--- config.mk ---
export PLATFORM = sky130hd
export DESIGN_NAME = id_ex_operand_stage_flat
export DESIGN_NICKNAME = d
export VERILOG_FILES = /design/src/rtl/id_ex_operand_stage_if.sv /design/src/rtl/id_ex_operand_stage.sv /design/src/flat_wrapper.sv
export SDC_FILE = /design/constraint.sdc
export NUM_CORES = 1
export LEC_CHECK = 0
export CORE_MARGIN = 1
export CORE_UTILIZATION = 30
export DETAILED_ROUTE_END_ITERATION = 8
export PLACE_DENSITY_LB_ADDON = 0.1
export SYNTH_ARGS = -nofsm -noshare
export SYNTH_HDL_FRONTEND = slang
export SYNTH_SLANG_ARGS = --single-unit
--- constraint.sdc ---
create_clock -name clk -period 3.3 [get_ports clk]
set_input_delay 0.66 -clock clk [delete_from_list [all_inputs] [get_ports clk]]
set_output_delay 0.66 -clock clk [all_outputs]
set_load 0.03 [all_outputs]
--- src/rtl/id_ex_operand_stage_if.sv ---
// Bundle of ID-side inputs, hazard/flush controls, forwarding sources and ALU-facing
// outputs of the ID/EX operand stage.
interface id_ex_operand_stage_if #(
    parameter int CNT_W = 16
);
    logic             id_valid;
    logic             id_ready;
    logic [3:0]       id_aluop;
    logic [4:0]       id_rs;
    logic [4:0]       id_rt;
    logic             id_use_rs;
    logic             id_use_rt;
    logic [31:0]      id_rs_data;
    logic [31:0]      id_rt_data;
    logic [31:0]      id_imm;
    logic             id_alusrc;
    logic [4:0]       id_dest;
    logic             id_regwr;
    logic             id_memrd;
    logic             ex_stall;
    logic             flush;
    logic [4:0]       mem_dest;
    logic             mem_regwr;
    logic [31:0]      mem_result;
    logic [4:0]       wb_dest;
    logic             wb_regwr;
    logic [31:0]      wb_data;
    logic             ex_valid;
    logic [3:0]       ex_aluop;
    logic [31:0]      port_a;
    logic [31:0]      port_b;
    logic [31:0]      ex_store_data;
    logic [4:0]       ex_dest;
    logic             ex_regwr;
    logic             ex_memrd;
    logic [CNT_W-1:0] stall_cnt;

    modport master (
        output id_valid, id_aluop, id_rs, id_rt, id_use_rs, id_use_rt,
               id_rs_data, id_rt_data, id_imm, id_alusrc, id_dest, id_regwr, id_memrd,
               ex_stall, flush, mem_dest, mem_regwr, mem_result, wb_dest, wb_regwr, wb_data,
        input  id_ready, ex_valid, ex_aluop, port_a, port_b, ex_store_data,
               ex_dest, ex_regwr, ex_memrd, stall_cnt
    );

    modport slave (
        input  id_valid, id_aluop, id_rs, id_rt, id_use_rs, id_use_rt,
               id_rs_data, id_rt_data, id_imm, id_alusrc, id_dest, id_regwr, id_memrd,
               ex_stall, flush, mem_dest, mem_regwr, mem_result, wb_dest, wb_regwr, wb_data,
        output id_ready, ex_valid, ex_aluop, port_a, port_b, ex_store_data,
               ex_dest, ex_regwr, ex_memrd, stall_cnt
    );
endinterface

--- src/rtl/id_ex_operand_stage.sv ---
// ID/EX pipeline register feeding the ALU: holds raw regfile operands, forwards from
// EX/MEM and MEM/WB, inserts a one-cycle bubble on load-use and counts those stalls.
module id_ex_operand_stage #(
    parameter int CNT_W = 16
) (
    input  logic                  clk,
    input  logic                  rst,
    id_ex_operand_stage_if.slave  bus
);

    logic             valid_q;
    logic [3:0]       aluop_q;
    logic [4:0]       rs_q;
    logic [4:0]       rt_q;
    logic [31:0]      rs_data_q;
    logic [31:0]      rt_data_q;
    logic [31:0]      imm_q;
    logic             alusrc_q;
    logic [4:0]       dest_q;
    logic             regwr_q;
    logic             memrd_q;
    logic [CNT_W-1:0] cnt_q;

    logic             haz;
    logic [31:0]      fwd_rs;
    logic [31:0]      fwd_rt;

    // EX/MEM is the younger producer, so it wins over MEM/WB; r0 is never forwarded.
    function automatic logic [31:0] fwd(
        input logic [4:0]  r,
        input logic [31:0] v,
        input logic        m_wr,
        input logic [4:0]  m_dst,
        input logic [31:0] m_val,
        input logic        w_wr,
        input logic [4:0]  w_dst,
        input logic [31:0] w_val
    );
        logic [31:0] res;
        res = v;
        if (m_wr && (r != 5'd0) && (m_dst == r))
            res = m_val;
        else if (w_wr && (r != 5'd0) && (w_dst == r))
            res = w_val;
        return res;
    endfunction

    always_comb begin
        haz = valid_q && memrd_q && (dest_q != 5'd0) &&
              ((bus.id_use_rs && (bus.id_rs == dest_q)) ||
               (bus.id_use_rt && (bus.id_rt == dest_q)));
        fwd_rs = fwd(rs_q, rs_data_q, bus.mem_regwr, bus.mem_dest, bus.mem_result,
                     bus.wb_regwr, bus.wb_dest, bus.wb_data);
        fwd_rt = fwd(rt_q, rt_data_q, bus.mem_regwr, bus.mem_dest, bus.mem_result,
                     bus.wb_regwr, bus.wb_dest, bus.wb_data);
    end

    always_ff @(posedge clk) begin
        if (rst) begin
            valid_q   <= 1'b0;
            aluop_q   <= 4'd0;
            rs_q      <= 5'd0;
            rt_q      <= 5'd0;
            rs_data_q <= 32'd0;
            rt_data_q <= 32'd0;
            imm_q     <= 32'd0;
            alusrc_q  <= 1'b0;
            dest_q    <= 5'd0;
            regwr_q   <= 1'b0;
            memrd_q   <= 1'b0;
            cnt_q     <= '0;
        end else if (bus.flush) begin
            valid_q <= 1'b0;
            regwr_q <= 1'b0;
            memrd_q <= 1'b0;
        end else if (!bus.ex_stall) begin
            if (haz) begin
                valid_q <= 1'b0;
                regwr_q <= 1'b0;
                memrd_q <= 1'b0;
                if (bus.id_valid && (cnt_q != '1))
                    cnt_q <= cnt_q + 1'b1;
            end else begin
                valid_q   <= bus.id_valid;
                aluop_q   <= bus.id_aluop;
                rs_q      <= bus.id_rs;
                rt_q      <= bus.id_rt;
                rs_data_q <= bus.id_rs_data;
                rt_data_q <= bus.id_rt_data;
                imm_q     <= bus.id_imm;
                alusrc_q  <= bus.id_alusrc;
                dest_q    <= bus.id_dest;
                regwr_q   <= bus.id_regwr;
                memrd_q   <= bus.id_memrd;
            end
        end
    end

    assign bus.id_ready      = !bus.ex_stall && !haz;
    assign bus.ex_valid      = valid_q;
    assign bus.ex_aluop      = aluop_q;
    assign bus.port_a        = fwd_rs;
    assign bus.ex_store_data = fwd_rt;
    assign bus.port_b        = alusrc_q ? imm_q : fwd_rt;
    assign bus.ex_dest       = dest_q;
    assign bus.ex_regwr      = regwr_q && valid_q;
    assign bus.ex_memrd      = memrd_q && valid_q;
    assign bus.stall_cnt     = cnt_q;

endmodule

--- src/flat_wrapper.sv ---
// flat-port wrapper written by rule: the top's interface ports become plain ports
module id_ex_operand_stage_flat 
#(
    parameter int CNT_W = 16
)
  (clk, rst, bus_id_valid, bus_id_aluop, bus_id_rs, bus_id_rt, bus_id_use_rs, bus_id_use_rt, bus_id_rs_data, bus_id_rt_data, bus_id_imm, bus_id_alusrc, bus_id_dest, bus_id_regwr, bus_id_memrd, bus_ex_stall, bus_flush, bus_mem_dest, bus_mem_regwr, bus_mem_result, bus_wb_dest, bus_wb_regwr, bus_wb_data, bus_id_ready, bus_ex_valid, bus_ex_aluop, bus_port_a, bus_port_b, bus_ex_store_data, bus_ex_dest, bus_ex_regwr, bus_ex_memrd, bus_stall_cnt);
  id_ex_operand_stage_if #(.CNT_W(CNT_W)) bus_i ();
  input  logic clk;
  input  logic rst;
  input wire logic [$bits(bus_i.id_valid)-1:0] bus_id_valid;
  input wire logic [$bits(bus_i.id_aluop)-1:0] bus_id_aluop;
  input wire logic [$bits(bus_i.id_rs)-1:0] bus_id_rs;
  input wire logic [$bits(bus_i.id_rt)-1:0] bus_id_rt;
  input wire logic [$bits(bus_i.id_use_rs)-1:0] bus_id_use_rs;
  input wire logic [$bits(bus_i.id_use_rt)-1:0] bus_id_use_rt;
  input wire logic [$bits(bus_i.id_rs_data)-1:0] bus_id_rs_data;
  input wire logic [$bits(bus_i.id_rt_data)-1:0] bus_id_rt_data;
  input wire logic [$bits(bus_i.id_imm)-1:0] bus_id_imm;
  input wire logic [$bits(bus_i.id_alusrc)-1:0] bus_id_alusrc;
  input wire logic [$bits(bus_i.id_dest)-1:0] bus_id_dest;
  input wire logic [$bits(bus_i.id_regwr)-1:0] bus_id_regwr;
  input wire logic [$bits(bus_i.id_memrd)-1:0] bus_id_memrd;
  input wire logic [$bits(bus_i.ex_stall)-1:0] bus_ex_stall;
  input wire logic [$bits(bus_i.flush)-1:0] bus_flush;
  input wire logic [$bits(bus_i.mem_dest)-1:0] bus_mem_dest;
  input wire logic [$bits(bus_i.mem_regwr)-1:0] bus_mem_regwr;
  input wire logic [$bits(bus_i.mem_result)-1:0] bus_mem_result;
  input wire logic [$bits(bus_i.wb_dest)-1:0] bus_wb_dest;
  input wire logic [$bits(bus_i.wb_regwr)-1:0] bus_wb_regwr;
  input wire logic [$bits(bus_i.wb_data)-1:0] bus_wb_data;
  output wire logic [$bits(bus_i.id_ready)-1:0] bus_id_ready;
  output wire logic [$bits(bus_i.ex_valid)-1:0] bus_ex_valid;
  output wire logic [$bits(bus_i.ex_aluop)-1:0] bus_ex_aluop;
  output wire logic [$bits(bus_i.port_a)-1:0] bus_port_a;
  output wire logic [$bits(bus_i.port_b)-1:0] bus_port_b;
  output wire logic [$bits(bus_i.ex_store_data)-1:0] bus_ex_store_data;
  output wire logic [$bits(bus_i.ex_dest)-1:0] bus_ex_dest;
  output wire logic [$bits(bus_i.ex_regwr)-1:0] bus_ex_regwr;
  output wire logic [$bits(bus_i.ex_memrd)-1:0] bus_ex_memrd;
  output wire logic [$bits(bus_i.stall_cnt)-1:0] bus_stall_cnt;
  assign bus_i.id_valid = bus_id_valid;
  assign bus_i.id_aluop = bus_id_aluop;
  assign bus_i.id_rs = bus_id_rs;
  assign bus_i.id_rt = bus_id_rt;
  assign bus_i.id_use_rs = bus_id_use_rs;
  assign bus_i.id_use_rt = bus_id_use_rt;
  assign bus_i.id_rs_data = bus_id_rs_data;
  assign bus_i.id_rt_data = bus_id_rt_data;
  assign bus_i.id_imm = bus_id_imm;
  assign bus_i.id_alusrc = bus_id_alusrc;
  assign bus_i.id_dest = bus_id_dest;
  assign bus_i.id_regwr = bus_id_regwr;
  assign bus_i.id_memrd = bus_id_memrd;
  assign bus_i.ex_stall = bus_ex_stall;
  assign bus_i.flush = bus_flush;
  assign bus_i.mem_dest = bus_mem_dest;
  assign bus_i.mem_regwr = bus_mem_regwr;
  assign bus_i.mem_result = bus_mem_result;
  assign bus_i.wb_dest = bus_wb_dest;
  assign bus_i.wb_regwr = bus_wb_regwr;
  assign bus_i.wb_data = bus_wb_data;
  assign bus_id_ready = bus_i.id_ready;
  assign bus_ex_valid = bus_i.ex_valid;
  assign bus_ex_aluop = bus_i.ex_aluop;
  assign bus_port_a = bus_i.port_a;
  assign bus_port_b = bus_i.port_b;
  assign bus_ex_store_data = bus_i.ex_store_data;
  assign bus_ex_dest = bus_i.ex_dest;
  assign bus_ex_regwr = bus_i.ex_regwr;
  assign bus_ex_memrd = bus_i.ex_memrd;
  assign bus_stall_cnt = bus_i.stall_cnt;
  id_ex_operand_stage #(.CNT_W(CNT_W)) u_core (.clk(clk), .rst(rst), .bus(bus_i));
endmodule
==> run metrics, run 1 <==
routed len/inst=24.3 um; async set-reset flop share out of synthesis=0%; nets@finish=1669; clock transition at the registers of the reported paths=0.08 ns; switching share of power=35.9%; vias in the first global route=10600; Worst-Margin Slew=0.835 ns; Psw=2.11 mW; Fmax=0.307 GHz; sequential fraction of the synthesis area=26.5%; Final GP Congestion=0.851; Internal=3.76 mW; pwr/cell area=377 mW/mm^2; Syn Area/Cell=8.71 sq um; IO buf count=325; Max-Cap Viols=0; Yosys cell types=46; grt total ovfl=0; post-route antenna net violation count=0; GRT Util Overall=25.9%; WL final=46900 um; setup TNS=0 ns; initial core utilization=30.5%; critical path type=flop to primary output; cts hold-fix bufs=0; Peak VDD IR=0.000331 V; Syn Std Cell Area=0.0102 sq mm; Synth Instances=1170; CP arrival=2.60 ns; Via density=5.91; cts bufs inserted=17; Die Ht=186 um; worst-case clock buffer depth=2; CTS Sinks=135; #FFs+latches synth=135; ys flop type=dfxtp_1; CTS Root Cell=clkbuf_16; CTS tree=done; Yosys warning count=0; die footprint=0.0347 sq mm; DR vias=11400; Post-route DRC=0; leakage=6.49 nW; Final Max Tran Viols=0; H-tree Lvls=4; drt first-iter violations=999; Fin Clk Skew=0.0124 ns; initial antenna violation count=5; Yosys top cell by area=dfxtp_1; Area growth, synth to finish=53.1%; clock share of power=33.3%; period utilisation layout=98.6%; sequential share of power=32.2%; Post-synth top cells=135 x dfxtp_1, 121 x and3_1, 120 x clkbuf_1; Area contributors post-synth=dfxtp_1 27%, a32o_1 11%, a211o_1 9.5%, nor4b_1 9.5%, and3_1 7.4%; DP HPWL=31500 um; setup violators final=0; status=complete, no violations; CP Launch Type=flop; worst hold path class=flop to flop; crit end category=primary output; layout cells sized above 1=23.4%; Pre-Repair DR Iteration Count=5; die extent in x=186 um; io pins=326; CP max FO=6; Final Hold Fails=0; first-pass GRT wire length=67300 um; RSZ-0062 raised after global routing=yes; Clk Latency, worst-skew pair=0.44 ns; post-synth top area share=26.5%; Mapped Nets=1372; critical-path cell list=or4_4 > o211ai_4 > or2_4 > buf_12 > a31oi_2 > mux2_4 > buf_4; row cnt=67; Largest stage delay, worst path=0.56 ns; core box area=0.0334 sq mm; Post-synth EDFFs=0; Comb power frac=34.5%; Power Total=5.87 mW; post-layout min period=3.26 ns; Worst EP required=2.64 ns; largest net degree at the start of global routing=133; slew margin rel.=44.3%; count leader, synth=dfxtp_1; CP max-delay cell=or4_4
[flip-flops by register name (all words and copies together) (netlist names)]
register,flops
u_core.imm_q,32
u_core.rs_data_q,32
u_core.rt_data_q,32
u_core.bus.stall_cnt,16
u_core.bus.ex_dest,5
u_core.rs_q,5
u_core.rt_q,5
u_core.bus.ex_aluop,4
u_core.alusrc_q,1
u_core.bus.ex_valid,1
u_core.memrd_q,1
u_core.regwr_q,1
[cells by family after synthesis]
kind of cell / Yosys count / synth area share, %
muxes: 72 / 7.53
buffers and inverters: 161 / 6.87
DFF: 135 / 26.5
xor gates and xnor gates: 30 / 2.58
and+or+nand+nor: 416 / 26.4
adders and majority gates: 1 / 0.123
AOI/OAI and AO/OA: 355 / 29.9
[cells in the final DEF (no fill, tap or decap), drive strengths merged, types with 9 or more instances in the layout]
| cell | synthesis | routed |
|---|---|---|
| a32o | 111 | 111 |
| a21oi | 10 | 10 |
| o31ai | 9 | 9 |
| or4 | 14 | 14 |
| nor3 | 34 | 34 |
| buf | 39 | 206 |
| xnor2 | 26 | 26 |
| nor4b | 111 | 111 |
| mux2 | 37 | 37 |
| a211o | 111 | 111 |
| mux2i | 35 | 35 |
| o21ai | 69 | 69 |
| clkdlybuf4s50 | 0 | 217 |
| clkbuf | 120 | 20 |
| nand3 | 43 | 43 |
| nand4 | 13 | 13 |
| dfxtp | 135 | 135 |
| and3 | 121 | 121 |
| nor2 | 12 | 12 |
| a31oi | 32 | 32 |
| inv | 2 | 13 |
| nand2 | 45 | 45 |
[worst paths after layout]
kind	from	end	slack, ns	cells after the start
max	u_core.rt_q[2]	bus_port_b[25]	0.04	7
min	u_core.regwr_q	u_core.regwr_q	0.48	2
max reg2reg	u_core.bus.ex_dest[1]	u_core.rt_data_q[21]	0.83	6
min reg2reg	u_core.regwr_q	u_core.regwr_q	0.48	2
[through the flow]
stage	cell area [sq um]	std cells	setup slack [ns]	util, %	hold WS (ns)
floorplan	10200	1170	0.298	-	0.445
global placement	14300	1875	-0.303	42.8	0.460
detailed placement	14300	1875	-0.236	42.8	0.472
CTS	15200	1915	-0.00229	45.4	0.483
global route	15600	1930	-0.0178	46.6	0.512
finish	15600	1931	0.0446	46.6	0.480
[worst max-delay path: cells and delay by family (launching register included)]
kind | cells | cell delay [ns]
multiplexers | 1 | 0.31
AO/OA/AOI/OAI | 2 | 0.34
buffers and inverters | 2 | 0.34
AND/OR/NAND/NOR | 2 | 0.83
flip-flops | 1 | 0.35
[power groups by stage]
stage	combinational, mW	sequential, mW	clock (mW)
floorplan	0.970	1.88	0
global placement	1.89	1.92	0
detailed placement	1.90	1.92	0
CTS	1.97	1.89	1.99
global route	2.13	1.91	2.06
finish	2.03	1.89	1.95
[per-layer routing]
| metal | global-route usage, % | vias up | wire, um |
|---|---|---|---|
| met2 | 41.4 | 446 | 21900 |
| met4 | 7.28 | 2 | 888 |
| li1 | - | 5319 | - |
| met5 | 0 | - | 13 |
| met3 | 4.11 | 52 | 3230 |
| met1 | 35.8 | 5599 | 20900 |
[cell type report]
| class | instances | area (sq um) |
|---|---|---|
| diodes | 3 | 7.51 |
| clock inverters | 15 | 151 |
| well taps | 448 | 561 |
| flip-flops and latches | 135 | 2710 |
| fillers | 3190 | 17900 |
| multi-input cells | 874 | 7150 |
| inverters | 2 | 12.5 |
| clock buffers | 17 | 425 |
| repair buffers | 437 | 4570 |
[timing repair]
item	CTS	global route
pin swaps	9	9
buffers inserted	5	10
gates cloned	3	3
setup endpoints to repair	57	54
resized for setup	48	48
hold endpoints to repair	0	0
(Power assumes the default switching activity.)
==> inputs of run 2 (changes only) <==
--- a/config.mk
+++ b/config.mk
@@ -6,7 +6,7 @@
 export NUM_CORES = 1
 export LEC_CHECK = 0
 export CORE_MARGIN = 1
-export CORE_UTILIZATION = 30
+export CORE_UTILIZATION = 34
 export DETAILED_ROUTE_END_ITERATION = 8
 export PLACE_DENSITY_LB_ADDON = 0.1
 export SYNTH_ARGS = -nofsm -noshare
==> run metrics, run 2 (synthesized netlist as in run 1, its figures left out) <==
layout cells sized above 1=24.2%; die extent in x=175 um; Area growth, synth to finish=52.3%; most frequent cells in the layout=217 x clkdlybuf4s50_1, 143 x buf_4, 131 x dfxtp_1; Final GP Congestion=0.873; Pre-Repair DR Iteration Count=8; Post-route DRC=0; drt first-iter violations=1072; cts bufs inserted=17; Largest regs=u_core.imm_q: 32 flops, u_core.rs_data_q: 32 flops, u_core.rt_data_q: 32 flops; Max-Cap Viols=0; nets@finish=1658; initial antenna violation count=1; worst hold path class=flop to flop; met1 usage=36.9%; CTS Root Cell=clkbuf_16; Worst Hold End=u_core.memrd_q; Peak VDD IR=0.000330 V; H-tree Lvls=4; CTS Sinks=135; beginning of the worst hold path=u_core.memrd_q; post-layout min period=3.30 ns; Worst-Margin Slew=1.05 ns; pwr/cell area=381 mW/mm^2; DP HPWL=29600 um; row cnt=63; fin worst setup slack=0.000645 ns; CTS tree=done; WL final=43600 um; most common cell after layout, fill and taps aside=clkdlybuf4s50_1; clock transition at the registers of the reported paths=0.07 ns; leakage=6.45 nW; routed len/inst=23.5 um; Worst EP required=2.64 ns; grt total ovfl=0; vias in the first global route=10500; Reg2Reg Setup Slack=0.85 ns; core box area=0.0296 sq mm; Clk Latency, worst-skew pair=0.44 ns; Cells after DPL=1815; setup violators final=0; largest net degree at the start of global routing=133; # diodes=0; CP Launch Type=flop; CP arrival=2.64 ns; DR vias=11300; GRT busiest layer=met2; Power Total=5.91 mW; CP max FO=10; cts hold-fix bufs=0; status=complete, no violations; Fin Clk Skew=0.0126 ns; met2 Track Usage GR=44.0%; die footprint=0.0307 sq mm; GRT Util Overall=27.3%; slew margin rel.=29.7%; io pins=326; Via density=6.06; worst-case clock buffer depth=2; met3 Use GR=5.03%; post-route antenna net violation count=0; final core utilization=52.5%; DP Worst Slack=-0.101 ns; Finished Layout Cells=1859; period utilisation layout=100%; Die Ht=175 um; RSZ-0062 raised after global routing=yes; Final Max Tran Viols=0; FF-to-FF End=u_core.rs_data_q[12]; IO buf count=325; initial core utilization=34.5%; worst r2r path cells=5; critical path type=flop to primary output; Fmax=0.303 GHz; Final Hold Fails=0; first-pass GRT wire length=64600 um; hold depth=2; crit end category=primary output; Min Hold Slack=0.477 ns; Reg2Reg Launch Point=u_core.bus.ex_dest[1]
## run 2: cell types whose count changed in the layout (fill, tap and decap cells not counted), sizes merged, moves of 3 or more
cell	before	now
dlygate4sd2	5	1
dlymetal6s2s	5	9
buf	206	194
inv	13	8
diode	3	0
clkinv	2	6
## run 2: how the worst max path moves through the flow
stage | slack, ns | from | to | depth (start not counted)
finish | 0.0006 | u_core.rt_q[0] | bus_port_b[24] | 8
global placement | -0.07 | bus_mem_dest[2] | bus_port_b[28] | 8
detailed placement | -0.10 | bus_mem_dest[2] | bus_port_b[0] | 8
CTS | 0.0005 | u_core.rt_q[0] | bus_port_b[16] | 8
global route | -0.07 | u_core.rt_q[0] | bus_port_b[20] | 8
floorplan | 0.30 | bus_wb_dest[1] | bus_port_b[10] | 7
## run 2: where the power goes
part / switching [mW] / leakage, nW / internal, mW / total, mW
sequential: 0.150 / 1.11 / 1.76 / 1.91
clock: 0.860 / 0.291 / 1.13 / 1.99
combinational: 0.999 / 5.04 / 1.01 / 2.01
total: 2.01 / 6.45 / 3.90 / 5.91
## run 2: layout make-up
cell class                      count  area (sq um)
Sequential cell                   135          2710
Timing Repair Buffer              426          4470
Clock inverter                     15           168
Clock buffer                       17           425
Inverter                            2          12.5
Multi-Input combinational cell    874          7250
Tap cell                          390           488
Fill cell                        2735         14000
## run 2: metal layers
layer | vias to the layer above | part of all wire (%) | routed length [um]
li1 | 5301 | - | -
met1 | 5501 | 45 | 19800
met5 | - | 0.025 | 11
met4 | 2 | 2.0 | 879
met3 | 49 | 6.1 | 2670
met2 | 410 | 46 | 20200
## run 2: what timing repair did
action,CTS,global route
endpoints found under the setup margin,42,60
cloned,2,3
buffers inserted,2,5
pin swaps,5,10
resized for setup,40,55
## run 2: metrics by stage
stage | instance area (sq um) | setup TNS (ns)
after floorplan | 10200 | 0
after global placement | 14300 | -0.457
after detailed placement | 14300 | -1.15
after CTS | 15100 | 0
after global routing | 15500 | -0.715
final | 15500 | 0
## run 2: critical path, cell delays in order, from the launching register on
cell	delay (ns)
dfxtp_4	0.37
or4_4	0.57
o211a_4	0.27
buf_12	0.15
buf_4	0.15
nand3_1	0.13
a31oi_4	0.12
mux2_2	0.29
buf_4	0.17
==> inputs of run 3 (changes only) <==
--- a/config.mk
+++ b/config.mk
@@ -6,7 +6,7 @@
 export NUM_CORES = 1
 export LEC_CHECK = 0
 export CORE_MARGIN = 1
-export CORE_UTILIZATION = 34
+export CORE_UTILIZATION = 48
 export DETAILED_ROUTE_END_ITERATION = 8
 export PLACE_DENSITY_LB_ADDON = 0.1
 export SYNTH_ARGS = -nofsm -noshare
==> run metrics, run 3 (synthesized netlist as in run 1, its figures left out) <==
status=complete, but fails checks; failing checks=setup timing; GRT Util Overall=34.6%; cts bufs inserted=17; worst-case clock buffer depth=2; crit end category=primary output; IO buf count=325; initial core utilization=49.7%; Clk Latency, worst-skew pair=0.44 ns; DP HPWL=26900 um; critical-path cell list=or4_4 > o211ai_4 > buf_12 > nor3_1 > a31oi_2 > mux2_2 > buf_4; pwr/cell area=378 mW/mm^2; die footprint=0.0218 sq mm; nets@finish=1665; die extent in x=148 um; Fmax=0.302 GHz; leakage=6.41 nW; Worst-Margin Slew=0.688 ns; worst hold path class=flop to flop; met3 wire len=4480 um; Post-route DRC=0; Reg area=0.00271 sq mm; FILL cells=1551; wire length on met2=19600 um; most frequent cells in the layout=220 x clkdlybuf4s50_1, 150 x buf_4, 132 x dfxtp_1; routed len/inst=24.2 um; period utilisation layout=100%; RSZ-0062 raised after global routing=yes; fin worst setup slack=-0.0130 ns; Final Hold Fails=0; most common cell after layout, fill and taps aside=clkdlybuf4s50_1; Via density=6.75; CP max FO=32; CTS Sinks=135; clock transition at the registers of the reported paths=0.06 ns; area of the multi-input gates=0.00717 sq mm; Pre-Repair DR Iteration Count=6; critical path type=flop to primary output; CTS tree=done; Final GP Congestion=0.898; largest net degree at the start of global routing=145; Area growth, synth to finish=50.1%; vias in the first global route=10100; CP Launch Type=flop; Fin Clk Skew=0.00863 ns; core box area=0.0205 sq mm; post-layout min period=3.31 ns; Final Max Tran Viols=0; CP max-delay cell=or4_4; setup violators final=6; Worst EP required=2.64 ns; slew margin rel.=54.1%; DR top layer=met4; first-pass GRT wire length=58500 um; Power Total=5.79 mW; drt first-iter violations=1373; Max-Cap Viols=0; Peak VDD IR=0.000410 V; CP arrival=2.65 ns; Die Ht=148 um; row cnt=52; io pins=326; post-route antenna net violation count=0; Cells after DPL=1693; layout cells sized above 1=24.1%; initial antenna violation count=7; CTS Root Cell=clkbuf_16; Reg2Reg Setup Slack=0.80 ns; WL final=42400 um; DR vias=11800; grt total ovfl=0; met1 WL=16500 um; Largest regs=u_core.imm_q: 32 flops, u_core.rs_data_q: 32 flops, u_core.rt_data_q: 32 flops; Largest stage delay, worst path=0.59 ns; Finished Layout Cells=1754; H-tree Lvls=4
[run 3: cell types whose count changed in the layout (fill, tap and decap cells not counted), moves of 7 or more]
cell,delta
a31oi_2,+9
a31oi_4,-9
buf_4,+7
diode_2,+8
[run 3: per-layer routing]
| metal | up-vias | track usage, % |
|---|---|---|
| met1 | 5695 | 45.4 |
| met3 | 132 | 6.79 |
| met4 | 0 | 16.7 |
| met5 | - | 0 |
| met2 | 699 | 54.2 |
| li1 | 5315 | - |
[run 3: path summary, 6_finish.rpt]
check / from / to / cells after the start
hold reg to reg: u_core.regwr_q / u_core.regwr_q / 2
hold / removal: u_core.regwr_q / u_core.regwr_q / 2
setup reg to reg: u_core.bus.ex_dest[2] / u_core.rs_data_q[18] / 5
setup / recovery: u_core.rt_q[0] / bus_port_b[24] / 7
[run 3: where the power goes]
part / switching, mW / internal [mW]
sequential: 0.136 / 1.76
combinational: 1.02 / 0.979
clock: 0.844 / 1.05
total: 2.00 / 3.79
[run 3: per-stage QoR]
step / hold WS, ns / worst slack, ns / utilization, % / setup TNS, ns / cell area [sq um]
5_1_grt: 0.512 / -0.0769 / 74.6 / -1.32 / 15300
3_3_place_gp: 0.461 / -0.108 / 68.1 / -0.964 / 14000
6_report: 0.475 / -0.0130 / 74.6 / -0.0493 / 15300
2_1_floorplan: 0.445 / 0.298 / - / 0 / 10200
4_1_cts: 0.476 / -0.00597 / 71.7 / -0.0191 / 14700
3_5_place_dp: 0.468 / -0.105 / 68.1 / -1.14 / 14000
[run 3: area by class of cell]
cell class | instances | share of cell area, %
multi-input combinational | 874 | 46.8
clock inverter | 15 | 0.957
antenna | 8 | 0.131
timing repair buffer | 433 | 29.3
clock buffer | 17 | 2.78
sequential | 135 | 17.7
tap | 270 | 2.21
inverter | 2 | 0.0818
[run 3: worst max-delay path, delay by kind of cell, from the launching register on]
family          cells  cell delay [ns]
simple gates        2             0.68
flops               1             0.35
compound gates      2             0.50
buf+inv             2             0.44
mux                 1             0.21
[run 3: repair_timing]
action                     4_1_cts  5_1_grt
pin swaps                        4        8
gates cloned                     1        8
hold buffers                     0        0
gates resized for setup         25       71
setup buffers                    1       11
setup endpoints to repair       44       66
